## src/rtl/pipe_hazard_ctrl.sv

```systemverilog
// Hazard/sequencing controller for the 5-stage core: stall/flush enables, EX forwarding selects,
// data-memory wait FSM with sticky timeout. Optional perf counters under PIPE_HAZARD_PERF_EN.
module pipe_hazard_ctrl #(
  parameter int RA_W     = 5,
  parameter int WAIT_MAX = 255,
  parameter int PCNT_W   = 32
) (
  input  logic            clk,
  input  logic            rst,
  input  logic [RA_W-1:0] id_rs1,
  input  logic [RA_W-1:0] id_rs2,
  input  logic            id_rs1_used,
  input  logic            id_rs2_used,
  input  logic [RA_W-1:0] ex_rd,
  input  logic            ex_reg_we,
  input  logic            ex_is_load,
  input  logic [RA_W-1:0] ex_rs1,
  input  logic [RA_W-1:0] ex_rs2,
  input  logic [RA_W-1:0] mem_rd,
  input  logic            mem_reg_we,
  input  logic [RA_W-1:0] wb_rd,
  input  logic            wb_reg_we,
  input  logic            ex_redirect,
  input  logic            dmem_req,
  input  logic            dmem_ack,
  output logic            pc_stall,
  output logic            if_id_stall,
  output logic            if_id_flush,
  output logic            id_ex_stall,
  output logic            id_ex_flush,
  output logic            ex_mem_stall,
  output logic            mem_wb_flush,
  output logic [1:0]      fwd_a_sel,
  output logic [1:0]      fwd_b_sel,
`ifdef PIPE_HAZARD_PERF_EN
  output logic [PCNT_W-1:0] perf_lu_stalls,
  output logic [PCNT_W-1:0] perf_flushes,
  output logic [PCNT_W-1:0] perf_mem_wait_cycles,
`endif
  output logic            mem_timeout
);

  localparam int CNT_W = $clog2(WAIT_MAX + 1);

  typedef enum logic {S_RUN, S_WAIT} state_t;

  state_t           state;
  logic [CNT_W-1:0] wait_cnt;
  logic             freeze, lu;
  logic             case_freeze, case_redirect, case_lu;

  function automatic logic [1:0] fwd_sel(input logic [RA_W-1:0] rs);
    if (mem_reg_we && mem_rd != '0 && mem_rd == rs)
      return 2'b01;
    else if (wb_reg_we && wb_rd != '0 && wb_rd == rs)
      return 2'b10;
    else
      return 2'b00;
  endfunction

  // Priority cases are mutually exclusive and all suppressed while reset is held.
  always_comb begin
    freeze = dmem_req & ~dmem_ack;
    lu = ex_is_load & ex_reg_we & (ex_rd != '0) &
         ((id_rs1_used & (id_rs1 == ex_rd)) | (id_rs2_used & (id_rs2 == ex_rd)));
    case_freeze   = ~rst & freeze;
    case_redirect = ~rst & ~freeze & ex_redirect;
    case_lu       = ~rst & ~freeze & ~ex_redirect & lu;

    pc_stall     = case_freeze | case_lu;
    if_id_stall  = case_freeze | case_lu;
    if_id_flush  = case_redirect;
    id_ex_stall  = case_freeze;
    id_ex_flush  = case_redirect | case_lu;
    ex_mem_stall = case_freeze;
    mem_wb_flush = case_freeze;

    fwd_a_sel = fwd_sel(ex_rs1);
    fwd_b_sel = fwd_sel(ex_rs2);
  end

  always_ff @(posedge clk) begin
    if (rst) begin
      state       <= S_RUN;
      wait_cnt    <= '0;
      mem_timeout <= 1'b0;
    end else begin
      case (state)
        S_RUN: begin
          if (dmem_req && !dmem_ack) begin
            state    <= S_WAIT;
            wait_cnt <= CNT_W'(1);
          end
        end
        S_WAIT: begin
          if (!dmem_req || dmem_ack) begin
            state    <= S_RUN;
            wait_cnt <= '0;
          end else if (wait_cnt == CNT_W'(WAIT_MAX)) begin
            // Saturated: flag the error but keep freezing; nothing here recovers.
            mem_timeout <= 1'b1;
          end else begin
            wait_cnt <= wait_cnt + CNT_W'(1);
          end
        end
        default: begin
          state    <= S_RUN;
          wait_cnt <= '0;
        end
      endcase
    end
  end

`ifdef PIPE_HAZARD_PERF_EN
  always_ff @(posedge clk) begin
    if (rst) begin
      perf_lu_stalls       <= '0;
      perf_flushes         <= '0;
      perf_mem_wait_cycles <= '0;
    end else begin
      if (case_lu)       perf_lu_stalls       <= perf_lu_stalls + PCNT_W'(1);
      if (case_redirect) perf_flushes         <= perf_flushes + PCNT_W'(1);
      if (case_freeze)   perf_mem_wait_cycles <= perf_mem_wait_cycles + PCNT_W'(1);
    end
  end
`endif

endmodule

```

## config.mk

```make
export PLATFORM = sky130hd
export DESIGN_NAME = pipe_hazard_ctrl
export DESIGN_NICKNAME = d
export VERILOG_FILES = /design/src/rtl/pipe_hazard_ctrl.sv
export SDC_FILE = /design/constraint.sdc
export NUM_CORES = 1
export LEC_CHECK = 0
export CORE_MARGIN = 4
export CORE_UTILIZATION = 37
export DETAILED_ROUTE_END_ITERATION = 12
export GPL_TIMING_DRIVEN = 0
export PLACE_DENSITY = 0.79
export SYNTH_ARGS = -nofsm -noshare
export SYNTH_HDL_FRONTEND = slang
export SYNTH_SLANG_ARGS = --single-unit
```

## constraint.sdc

```tcl
create_clock -name clk -period 1.84 [get_ports clk]
set_input_delay 0.368 -clock clk [delete_from_list [all_inputs] [get_ports clk]]
set_output_delay 0.368 -clock clk [all_outputs]
set_load 0.02 [all_outputs]
```

# Yosys cells after proc, flatten, opt, wreduce, memory -nomap -nowiden
# Cells that the tools add are included.
dict set report op_classes {
  muxes 11
  n_reduce_logical 15
  bitwise 20
  eq_ne 9
  n_addsub 1
}
# operator count
set op_table {}
lappend op_table {{equality test 5 bit} 6}
lappend op_table {{two-way mux 8 bit} 3}
lappend op_table {{case mux 8 bit (2 select lines)} 1}
lappend op_table {{nonzero test 5 bit} 3}
lappend op_table {{bitwise AND 1 bit} 11}
lappend op_table {{adder 8 x 1 -> 8 bit (second input constant)} 1}
lappend op_table {{equality test 8 bit (second input constant)} 1}
lappend op_table {{two-way mux 2 bit} 4}
lappend op_table {{logical AND 1 bit} 7}
lappend op_table {{NOT 1 bit} 6}
lappend op_table {{inequality test 3 bit (second input constant)} 1}
lappend op_table {{OR 1 bit} 3}
lappend op_table {{AND reduction 3 bit} 1}
lappend op_table {{zero test 1 bit} 2}
lappend op_table {{two-way mux 1 bit} 2}
lappend op_table {{inequality test 2 bit (second input constant)} 1}
lappend op_table {{case mux 1 bit (2 select lines)} 1}
lappend op_table {{AND reduction 2 bit} 1}
lappend op_table {{logical OR 1 bit} 1}
dict set report word_totals {
  inputBits 46
  word_cells 59
  ff_bits 10
  output_inout_bits 12
}

# Depth between registers and ports, before layout
dict set report logic_depth {
  ltp_word 7
  ltp_mapped 5
  depth_no_buf 5
}

# Worst setup path before layout
# No wires, ideal clock.
dict set report synth_path {
  kind {input -> output}
  from {input mem_rd[1]}
  to {output fwd_a_sel[1]}
  required_time_ps 1472
  path_stages 4
  path_buffers 0
  arrival_ps 1699
  setup_slack_ps -227
  cell_sequence {or4_4 > o21ai_2 > nor4_1 > nor4_2}
}
dict set report synth_via {
  elab_chain_cells 4
  elab_cells_between_ends 5
  cone_classes {eq/ne (1); mux (1); reduce/logical (3)}
}
# item line
set synth_rtl {}
lappend synth_rtl {{start, declared} 19} ;# input logic [RA_W-1:0] mem_rd,
lappend synth_rtl {{nonzero test 5 bit} 53} ;# if (mem_reg_we && mem_rd != '0 && mem_rd == rs)
lappend synth_rtl {{logical AND 1 bit} 53}
lappend synth_rtl {{logical AND 1 bit (*)} 53}
lappend synth_rtl {{two-way mux 2 bit (*)} 53}
lappend synth_rtl {{end, declared} 33} ;# output logic [1:0] fwd_a_sel,
# Mark *: on every way between the ends. The rest lies on a longest branch, timed or not.

# Worst setup path after layout
dict set report layout_path {
  from {input mem_rd[3]}
  to {output fwd_b_sel[1]}
}
dict set report layout_via {
  elab_chain_cells 4
  elab_cells_between_ends 5
  cone_classes {eq/ne (1); mux (1); reduce/logical (3)}
}
# item line
set layout_rtl {}
lappend layout_rtl {{nonzero test 5 bit} 53}
lappend layout_rtl {{logical AND 1 bit} 53}
lappend layout_rtl {{logical AND 1 bit (*)} 53}
lappend layout_rtl {{two-way mux 2 bit (*)} 53}
lappend layout_rtl {{end, declared} 34} ;# output logic [1:0] fwd_b_sel,
# Marked as above.

==> results.md <==
- Run status: complete, but fails checks
- Violations in the final reports: negative setup slack
- Most repeated cell in the gate-level netlist after synthesis: xor2_1
- Maximum clock rate: 497 MHz
- Number of antenna violations at the first check in global routing: 0
- Dominant cell type by count on the critical path: nor4_4
- Global-route wire length before repair: 5190 um
- Unrepaired setup endpoints after global routing: yes
- Final clock period utilization by the worst path: 1.09
- Area overhead of the layout relative to synthesis: 77.5%
- Worst Path Class, Setup: input port to output pin
- Clock network fraction of total power: 0.232
- Maximum count of clock buffers along a single path: 2
- Minimum clock period after layout: 2.01 ns
- Count of distinct cell types in the synthesized netlist: 40
- Switching share of power: 0.321
- IR Drop Worst-Case VDD: 356 uV
- Fraction of power consumed by combinational cells: 0.421
- Fin util: 0.694
- Kind of launch point of the worst setup path: input port
- Top post-synthesis cells by area: dfxtp_1 (20%), xor2_1 (20%), xnor2_1 (7.2%)
- Family with the most delay on the worst path: simple AND/OR/NAND/NOR gates
- Max-Slew Margin vs Limit: 0.677
- Setup Total Neg Slack: -0.586 ns
- Aggregate global routing overflow: 0
- Critical path cell sequence: buf_8 > or4_4 > o21ai_4 > buf_6 > nor4_4 > nor4_4 > buf_4
- Layout cells sized above 1: 0.392
- Crit-path max cell delay: 0.53 ns
- Horizontal die dimension: 59.4 um
- Routability cong.: 0.790
- Sequential fraction of the synthesis area: 0.205
- Clock slew at reported path FFs: 0.06 ns
- Share of the synthesized area in the top cell type: 0.205
- Detailed-router iteration count before antenna repair: 4
- Number of sinks driven by the clock tree: 10
- Worst R2R Path Depth: 5
- Crit-path max FO: 2
- Area of the mapped netlist: 977 um2
- Hold Path End: mem_timeout
- Post-synth EDFFs: 0
- Top Ports: 58
- Internal Dissipation: 0.434 mW
- Iteration-0 DRC count of the detailed router: 27
- Critical R2R Launch: wait_cnt[0]
- Remaining number of nets flagged by the antenna check after routing: 0
- Synthesized Nets: 171
- Hold path start: mem_timeout
- N_diodes: 0
- Static leakage power: 0.686 nW
- Initial Utilization: 0.391
- Worst setup slack for register-to-register paths: 0.22 ns
- Post-synth ARST share: 0
- Fin. Hold Viols: 0
- Avg Inst Size Synth: 7.88 um2
- HP Class: flop to flop
- Setup violation total in the final timing report: 6
- Count of buffer and inverter cells on the critical path: 3
- Total Nets Final: 238
- Final worst slack: -0.172 ns
- Power per cell area: 369 nW/um2
- Detailed-route via count: 1227
- Primary flip-flop cell chosen by synthesis mapping: dfxtp_1
- Final-layout fill cell count: 201
- Setup crit end kind: output pin
- Final WL: 3260 um
- Synthesized flop and latch total: 10
- Remaining design rule violation count: 0
- Post-CTS Hold Fix Bufs: 0
- Total GRT Usage: 0.190
- Yosys top cell by area: dfxtp_1
- Syn Inst Count: 124
- Worst Skew: 0.00465 ns
- Largest net degree at the start of global routing: 11
- Slew at the pin with the worst max-slew slack: 0.482 ns
- Site Rows: 18
- Final-report max-slew violation count: 0
- Number of global-route vias before repair: 1167
- Area of the die: 3530 um2
- Vias/cell: 5.60
- Signal arrival time at the worst endpoint: 1.64 ns
- # H-tree levels: 1
- Master of the slowest instance on the critical path: or4_4
- Drt wl/cell: 14.9 um
- Clock tree root buffer cell: clkbuf_4
- Die height: 59.4 um
- Syn. warnings: 0
- Latest clock arrival within the worst-skew pair: 0.26 ns
- Critical path data required time: 1.47 ns
- Post-Route Hold Slack: 0.481 ns
- HPWL after detailed placement: 2650 um
- CTS Buf Count: 3
- Hold depth: 2
- Number of max-capacitance violations reported: 0
- Core area: 2500 um2
- Number of port buffers: 57
- Clock tree from TritonCTS: built
- Net switching power figure: 0.205 mW
- Most numerous cell types in the synthesized netlist: xor2_1 (22), dfxtp_1 (10)
- Sequential group share of total power: 0.347
- Reg-to-reg critical path endpoint: wait_cnt[0]
-- per-layer routing --
metal  track usage  vias up  part of all wire
met3        0.0261       11             0.055
met4        0.0712        0             0.035
met2         0.315       57              0.50
li1              -      586                 -
met1         0.249      573              0.41
met5             0        -                 0
-- placed cells by master, fill, tap and decap left out, drive strengths merged, types with 2 or more instances in the layout --
cell / n
buf: 37
xor2: 22
dlygate4sd2: 15
dfxtp: 10
o21ai: 9
nor4: 9
a21oi: 8
xnor2: 8
nand3: 8
nor2: 8
clkdlybuf4s15: 8
clkbuf: 8
or4: 5
nand2: 4
clkdlybuf4s50: 3
and2: 2
inv: 2
nand4: 2
nand3b: 2
nor3: 2
a31oi: 2
-- worst reg2reg max path, cell delays in order (launching register included) --
cell and delay, ns:
dfxtp_1 0.40, ha_1 0.27, nand4_1 0.21, or2_2 0.36, o21ai_0 0.15, a32o_1 0.18
-- cells by family after synthesis --
family                     count (synthesis)  share of synthesized area
xor gates and xnor gates                  30                      0.269
adders and majority gates                  1                     0.0128
and+or+nand+nor                           48                      0.295
buffers and inverters                      8                     0.0448
DFF                                       10                      0.205
AOI/OAI and AO/OA                         27                      0.174
-- stage by stage --
step	power [mW]	area [um2]	worst slack, ns	std cells
after floorplan	0.327	1010	-0.0174	124
after global placement	0.474	1620	-1.17	211
after detailed placement	0.480	1620	-1.20	211
after CTS	0.625	1680	-0.236	217
after global routing	0.673	1730	-0.221	219
final	0.640	1730	-0.172	219
-- worst max-delay path by stage --
stage / slack, ns / start / cells after the start / endpoint
2_1_floorplan: -0.02 / wb_rd[2] / 4 / fwd_a_sel[1]
3_3_place_gp: -1.17 / wb_rd[1] / 6 / fwd_a_sel[1]
3_5_place_dp: -1.20 / wb_rd[1] / 6 / fwd_a_sel[1]
4_1_cts: -0.24 / mem_rd[3] / 6 / fwd_a_sel[1]
5_1_grt: -0.22 / ex_rs1[0] / 5 / fwd_a_sel[1]
6_report: -0.17 / mem_rd[3] / 7 / fwd_b_sel[1]
-- state kept, by name, indices dropped and copies added, names as in the netlist --
signal / cells
wait_cnt: 8
state: 1
mem_timeout: 1
-- repair_timing --
action,4_1_cts,5_1_grt
pin swaps,25,8
endpoints found under the setup margin,11,11
setup buffers,3,2
resized for setup,181,30
-- power by group through the flow --
stage | clock network [mW] | logic [mW] | registers [mW]
4_1_cts | 0.149 | 0.254 | 0.222
2_1_floorplan | 0 | 0.101 | 0.226
5_1_grt | 0.162 | 0.288 | 0.223
3_3_place_gp | 0 | 0.247 | 0.227
3_5_place_dp | 0 | 0.253 | 0.227
6_report | 0.148 | 0.269 | 0.222
-- area by class of cell --
type                       count  area [um2]  area share
buffer                         6        37.5      0.0216
sequential                    10         200       0.115
timing repair buffer          62         538       0.310
multi-input combinational    106         891       0.514
tap                           30        37.5      0.0216
clock buffer                   3        22.5      0.0130
inverter                       2        7.51     0.00433
Note: power is estimated with default switching activity, not from simulation.
==> RTL edit: new RTL, config.mk and constraints unchanged <==
Build with the macro `PIPE_HAZARD_PERF_EN` defined.
--- a/src/rtl/pipe_hazard_ctrl.sv
+++ b/src/rtl/pipe_hazard_ctrl.sv
@@ -2,2 +2,4 @@
 // data-memory wait FSM with sticky timeout. Optional perf counters under PIPE_HAZARD_PERF_EN.
+`define PIPE_HAZARD_PERF_EN
+
 module pipe_hazard_ctrl #(
Formal check against the unedited RTL (old outputs only; new: perf_flushes, perf_lu_stalls and perf_mem_wait_cycles): equivalent (equiv_simple and equiv_induct, registers matched by name and starting in step).
==> RTL edit against the unedited design <==
The run still ends with negative setup slack left. Sequential cell count rose by 96. Synthesized cell count grew to 5.3 times the old value. Routed wire length grew to 5.7 times the old value. Final area increased to 5.1 times the old value. Largest power group is now sequential cells. Synthesized area rose to 5.6 times the old value. Setup slack got worse by 0.19 ns. Total power rose to 7.3 times the old value. Register-to-register slack worse by 0.41 ns. Global-route usage is 1.0 points higher.
==> RTL edit: results (changes against the unedited design) <==
[metrics] Metal-1 WL: 7768 um (+490%)
[metrics] Setup crit end: pc_stall
[metrics] met2 routing resource usage after global routing: 33.45% (+1.9 points)
[metrics] Compound-Gate Fraction of Synth Area: 8.687% (-8.7 points)
[metrics] outcome: finished, violations left
[metrics] overall global routing resource usage: 20.06% (+1.0 points)
[metrics] largest net degree at the start of global routing: 19 (+8)
[metrics] top area cells in the synthesized netlist: dfxtp_1, xor2_1, nor2_1
[metrics] launching point of the worst reg2reg path: perf_lu_stalls[11]$_SDFFE_PP0P_
[metrics] number of non-filler instances in the completed layout: 1054 (+380%)
[metrics] net count after synthesis: 701 (+310%)
[metrics] net total in the final layout: 915 (+280%)
[metrics] Cells after Synth: 651 (+430%)
[metrics] clock-pin slew reported for the worst setup and hold paths after clock tree synthesis: 0.08 ns (+0.02 ns)
[metrics] maximum level of the CTS H-tree: 3 (+2)
[metrics] post-synthesis mux area share: 1.421% (+1.4 points)
[metrics] port bufs: 152 (+170%)
[metrics] instance area at placement: 7406 sq um (+360%)
[metrics] number of cell instances on the worst register-to-register path: 7 (+2)
[metrics] crit path setup slack, layout: -0.3632 ns (-0.1908 ns)
[metrics] critical path's top delay family: buffers and inverters
[metrics] number of cells on the worst hold path: 3 (+1)
[metrics] count of unique library cells instantiated by Yosys: 48 (+20%)
[metrics] met1 layer usage reported by global route: 25.32% (+0.42 points)
[metrics] average via count per standard cell: 5.595 (-0.14%)
[metrics] Critical Path Slowest Stage Cell: nor4_2
[metrics] number of endpoints failing setup at the final stage: 38 (+32)
[metrics] synth cell count leaders: dfxtp_1, nor2_1, xor2_1
[metrics] share of total power in sequential cells: 49.2% (+15 points)
[metrics] met3 track utilization from global routing: 5.523% (+2.9 points)
[metrics] failing checks: negative setup slack
[metrics] Post-Synth XOR/XNOR Area: 14.76% (-12 points)
[metrics] static leakage: 3.480 nW (+410%)
[metrics] count of fill cells added during filler insertion: 1199 (+500%)
-- RTL edit: changes by cell type in the layout (fill, tap and decap cells not counted), sizes merged, moves of 19 or more --
cell,unedited run,this run
or4,5,25
clkbuf,8,39
nand3,8,42
xor2,22,65
buf,37,95
nand4,2,43
nand2,4,37
xnor2,8,27
nor2,8,82
o31ai,0,21
clkdlybuf4s50,3,80
dfxtp,10,106
a21oi,8,32
-- RTL edit: timing repair --
item / CTS / global route
resized for setup: 251 / 162
buffers inserted: 44 / 24
endpoints found under the setup margin: 108 / 100
cloned: 1 / 1
pin swaps: 50 / 55
-- RTL edit: cell type report --
type,count,share of cell area [%]
Buffer,30,2.984
Clock buffer,11,2.731
Clock inverter,5,0.5068
Inverter,12,0.5349
Multi-Input combinational cell,497,43.61
Sequential cell,106,24.68
Tap cell,184,2.590
Timing Repair Buffer,209,22.37
